$ cat config.mk
export PLATFORM = sky130hd
export DESIGN_NAME = pipe_addsub
export DESIGN_NICKNAME = d
export VERILOG_FILES = /design/src/rtl/pipe_addsub.sv
export SDC_FILE = /design/constraint.sdc
export NUM_CORES = 1
export LEC_CHECK = 0
export CAP_MARGIN = 0
export CELL_PAD_IN_SITES_DETAIL_PLACEMENT = 0
export CELL_PAD_IN_SITES_GLOBAL_PLACEMENT = 1
export CORE_MARGIN = 3
export CORE_UTILIZATION = 45
export CTS_CLUSTER_DIAMETER = 50
export DETAILED_ROUTE_END_ITERATION = 10
export PLACE_DENSITY_LB_ADDON = 0.1
export SKIP_LAST_GASP = 1
export SLEW_MARGIN = 20
export SYNTH_ARGS = -nofsm -noshare
export SYNTH_HDL_FRONTEND = slang
export SYNTH_SLANG_ARGS = --single-unit
$ cat constraint.sdc
create_clock -name clk -period 2.9 [get_ports clk]
set_clock_uncertainty 0.2 [all_clocks]
set_input_delay 0.58 -clock clk [delete_from_list [all_inputs] [get_ports clk]]
set_output_delay 0.58 -clock clk [all_outputs]
set_load 0.01 [all_outputs]
$ cat src/rtl/pipe_addsub.sv
// pipe_addsub: pipelined ripple-carry adder/subtractor, one CHUNK per stage.
// Ports: clk, rst_n (async low); in_valid/in_ready, a, b, cin, sub in;
// out_valid/out_ready, sum, cout, ovf out; sat in with PIPE_ADDSUB_SAT_EN.
module pipe_addsub #(
   parameter int WIDTH  = 16,
   parameter int STAGES = 4
) (
   input  logic             clk,
   input  logic             rst_n,
   input  logic             in_valid,
   output logic             in_ready,
   input  logic [WIDTH-1:0] a,
   input  logic [WIDTH-1:0] b,
   input  logic             cin,
   input  logic             sub,
`ifdef PIPE_ADDSUB_SAT_EN
   input  logic             sat,
`endif
   output logic             out_valid,
   input  logic             out_ready,
   output logic [WIDTH-1:0] sum,
   output logic             cout,
   output logic             ovf
);

   localparam int CHUNK = WIDTH / STAGES;
   localparam int LAST  = STAGES - 1;

   logic             v_q [STAGES];
   logic             v_d [STAGES];
   logic [WIDTH-1:0] a_q [STAGES];
   logic [WIDTH-1:0] a_d [STAGES];
   logic [WIDTH-1:0] b_q [STAGES];
   logic [WIDTH-1:0] b_d [STAGES];
   logic [WIDTH-1:0] s_q [STAGES];
   logic [WIDTH-1:0] s_d [STAGES];
   logic             c_q [STAGES];
   logic             c_d [STAGES];
`ifdef PIPE_ADDSUB_SAT_EN
   logic             sat_q [STAGES];
   logic             sat_d [STAGES];
`endif
   logic             ovf_q;
   logic             ovf_d;
   logic             stall;

   // Whole pipeline freezes only when a finished result is refused.
   assign stall    = v_q[LAST] && !out_ready;
   assign in_ready = !stall;

   always_comb begin : stage_logic
      logic             vi;
      logic             ci;
      logic             c;
      logic             cm;
      logic [WIDTH-1:0] ai;
      logic [WIDTH-1:0] bi;
      logic [WIDTH-1:0] s;
`ifdef PIPE_ADDSUB_SAT_EN
      logic             sti;
`endif
      int               idx;
      ovf_d = 1'b0;
      for (int k = 0; k < STAGES; k++) begin
         if (k == 0) begin
            vi = in_valid;
            ai = a;
            // Subtract as A + ~B + ~borrow.
            bi = sub ? ~b : b;
            ci = sub ? ~cin : cin;
            s  = '0;
`ifdef PIPE_ADDSUB_SAT_EN
            sti = sat;
`endif
         end else begin
            vi = v_q[k-1];
            ai = a_q[k-1];
            bi = b_q[k-1];
            ci = c_q[k-1];
            s  = s_q[k-1];
`ifdef PIPE_ADDSUB_SAT_EN
            sti = sat_q[k-1];
`endif
         end
         c  = ci;
         cm = ci;
         for (int i = 0; i < CHUNK; i++) begin
            idx    = k * CHUNK + i;
            cm     = c;
            s[idx] = ai[idx] ^ bi[idx] ^ c;
            c      = (ai[idx] & bi[idx]) | (c & (ai[idx] ^ bi[idx]));
         end
         v_d[k] = vi;
         a_d[k] = ai;
         b_d[k] = bi;
         s_d[k] = s;
         c_d[k] = c;
`ifdef PIPE_ADDSUB_SAT_EN
         sat_d[k] = sti;
`endif
         // Last chunk holds the MSB: cm is carry into it, c out of it.
         if (k == LAST) ovf_d = cm ^ c;
      end
   end

   always_ff @(posedge clk or negedge rst_n) begin
      if (!rst_n) begin
         for (int k = 0; k < STAGES; k++) begin
            v_q[k] <= 1'b0;
            a_q[k] <= '0;
            b_q[k] <= '0;
            s_q[k] <= '0;
            c_q[k] <= 1'b0;
`ifdef PIPE_ADDSUB_SAT_EN
            sat_q[k] <= 1'b0;
`endif
         end
         ovf_q <= 1'b0;
      end else if (!stall) begin
         v_q   <= v_d;
         a_q   <= a_d;
         b_q   <= b_d;
         s_q   <= s_d;
         c_q   <= c_d;
`ifdef PIPE_ADDSUB_SAT_EN
         sat_q <= sat_d;
`endif
         ovf_q <= ovf_d;
      end
   end

   assign out_valid = v_q[LAST];
   assign cout      = c_q[LAST];
   assign ovf       = ovf_q;

`ifdef PIPE_ADDSUB_SAT_EN
   // Clamp toward the true sign, which is the inverse of the wrapped MSB.
   always_comb begin
      sum = s_q[LAST];
      if (sat_q[LAST] && ovf_q) begin
         sum = {~s_q[LAST][WIDTH-1], {(WIDTH-1){s_q[LAST][WIDTH-1]}}};
      end
   end
`else
   assign sum = s_q[LAST];
`endif

   // Operand copies leaving the last stage are not needed downstream.
   logic unused_ops;
   assign unused_ops = ^{a_q[LAST], b_q[LAST]};

endmodule

==> results.cfg, run 1 <==
[finish]
fillers = 810
nNetsFinal = 393
diodes = 0
layout.cells.non_filler = 473
area_growth_pct = 19.8
regArea_um2 = 2430
final_util_pct = 57.1
post_route_cells_drive_above_1_share_pct = 32.0
multi_input_area_um2 = 1880

[critical_path]
critPathBufInv = 3
end_kind = flip-flop
critical_path.cell_chain = clkdlybuf4s50_1 -> inv_1 -> fa_2 -> fa_2 -> fa_1 -> inv_1 -> fa_1 -> mux2_2
cp_data_arrival_time_ns = 2.85
start_kind = input pin
crit_slowest_cell = clkdlybuf4s50_1
slowest_delay_ns = 0.45
r2r_slack_ns = 0.40
worst_ep_required_time_ns = 2.94
cp_max_fo = 1
path_class = in -> reg
crit_family = adder cells

[power_and_ir_drop]
peakVddDrop_mv = 0.509
pwr-share-clk_pct = 16.2
power_frac_comb_pct = 41.3
power_switching_mw = 1.64
leakage_nw = 2.52
internal_power_mw = 3.87
sw_frac_of_total_pct = 29.8
p_seq_share_pct = 42.5
power_mw = 5.51
powerDensity_nw_per_um2 = 1020

[floorplanning]
die_area_um2 = 11300
placementRows = 35
fp.dieW_um = 106
core-area_um2 = 9500
start_util_pct = 47.6
die_h_um = 106
num_io_pins = 58

[clock_network]
cts_tree = done
cts-root-buf = clkbuf_8
path_clk_slew_ns = 0.09
htree_levels = 3
worstSkewPairLatency_ns = 0.36
cts_buffers = 9
cts_buffer_depth = 2
clock_sinks = 97
postCtsSetupRepairBufs = 0

[worst_hold_path]
hp-class = reg -> reg

[timing]
finalCriticalPeriod_ns = 2.82
fmax_mhz = 355
hold_viol_final = 0
setup_violations = 0
slew_headroom_pct = 66.6
drv_slew = 0
min_period_over_period_pct = 97.1
rsz0062_at_grt = false
worstMarginPinSlew_ns = 0.501

[job]
cap_violations = 0

[synth]
ys_seq_area_share_pct = 53.7
synth_compound_area_share_pct = 1.11
synthCells = 279
ys_seq_elements = 97
synthAdderAreaFrac_pct = 7.08
synth.area.top_cells = dfrtp_1, mux2_4, fa_1
syn-num-nets = 333
netlist_area_um2 = 4520
synth_largest_area_cell = dfrtp_1
ys_top_cells_by_count = dfrtp_1, mux2_4, inv_1, fa_1
ys.flop_type = dfrtp_1
synth_edf_count = 0
yosysTopAreaCellShare_pct = 53.7
synth_xor_area_share_pct = 3.48
yosys_warnings = 0
synth_most_common_cell = dfrtp_1
yosys.cell_types.count = 16
synthSimpleGateAreaFrac_pct = 2.10
synth_top_family_by_area = multiplexers
synthArstFlopShare_pct = 100
syn_area_per_cell_um2 = 16.2
synth_mux_area_share_pct = 27.4

[global_route]
antenna_found_initial = 0
grt_max_degree = 62
grt_pass1_wl_um = 12900
grt_pass1_vias = 2429
grt_usage_pct = 14.7
overflow = 0

[drt]
drt_drc_violations_left = 0
first_pass_iters = 4
vias_per_cell = 4.74
drtAntennaViolNets = 0
drt-initial-drc-count = 74
wirelength_um = 7530
via_count = 2240
wire_per_inst_um = 15.9

[placement]
routabilityCongestion = 0.797
dp_hpwl_um = 5020
dp_cells = 456
portBuffers = 57

[run_status]
status = completed
kinds of logic (layout without fill, tap and decap cells):
family | after synthesis | after routing
flops | 97 | 97
mux | 86 | 86
buf+inv | 40 | 105
xor+xnor | 18 | 18
fa+ha+maj | 16 | 16
simple gates | 12 | 12
compound gates | 10 | 10
repair_timing:
action,CTS,global route
pin swaps,0,1
hold buffers,1,0
endpoints found under the hold margin,24,0
resized for setup,3,4
endpoints found under the setup margin,1,1
cells in the final DEF (no fill, tap or decap), types with 2 or more instances in the layout:
master / instances
xnor2_1: 5
a21oi_1: 10
mux2_4: 73
buf_12: 3
buf_4: 2
mux2i_1: 4
xnor2_2: 2
fa_2: 2
clkdlybuf4s50_1: 53
clkbuf_8: 10
fa_1: 14
inv_6: 2
mux2_2: 9
nor3b_1: 10
dfrtp_1: 97
inv_1: 25
xor2_1: 11
routing by layer:
metal	wire (µm)	part of all wire [%]	GRT usage [%]	up-vias
li1	-	-	-	1039
met1	3630	48	21.6	1155
met2	3500	46	21.6	40
met3	312	4.1	4.07	6
met4	83	1.1	3.89	0
met5	0	0	0	-
registers in the layout, indices dropped and copies added (netlist names):
| name | cells |
|---|---|
| b_d | 20 |
| stage_logic.ai | 4 |
| cout | 1 |
| out_valid | 1 |
| s_d | 24 |
| stage_logic.ci | 1 |
| sum | 16 |
| stage_logic.bi | 4 |
| stage_logic.vi | 1 |
| c_q | 2 |
| v_d | 2 |
| ovf | 1 |
| a_d | 20 |
stage by stage:
step                hold WS, ns  TNS, ns  setup WS, ns  cell area (µm²)
detailed placement        0.244   -0.799        -0.573             5200
global placement          0.244   -0.678        -0.525             5200
floorplan                0.0844   -0.208        -0.208             4540
finish                    0.260        0        0.0831             5420
global route              0.302        0        0.0213             5420
CTS                       0.267        0       0.00649             5420
area by class of cell:
cell class,count,share of cell area (%)
inverter,26,1.80
multi-input combinational,142,34.7
timing repair buffer,63,12.0
clock buffer,11,2.61
sequential,97,44.8
clock inverter,5,1.11
tap,129,2.98
worst paths after layout:
check / from / end / cells past startpoint
worst max-delay path: a[0] / s_d[35] / 8
worst min-delay path: stage_logic.vi / out_valid / 1
min in group asynchronous: rst_n / a_d[41] / 2
worst max register to register: stage_logic.ai[12] / ovf / 9
worst min register to register: stage_logic.vi / out_valid / 1
max in group asynchronous: rst_n / s_d[35] / 3
power by group through the flow:
| stage | registers (mW) | logic, mW | clock network [mW] |
|---|---|---|---|
| after floorplan | 2.31 | 1.68 | 0 |
| after global placement | 2.38 | 2.27 | 0 |
| after detailed placement | 2.39 | 2.32 | 0 |
| after CTS | 2.36 | 2.33 | 0.923 |
| after global routing | 2.45 | 2.49 | 0.968 |
| final | 2.34 | 2.27 | 0.894 |
No activity file was read; power rests on OpenSTA's default activity.
==> inputs of run 2 (changes only) <==
- CAP_MARGIN: 0 -> not set
- SKIP_LAST_GASP: 1 -> not set
==> results of run 2 <==
No change in the layout: final DEF, timing and power equal those of run 1.
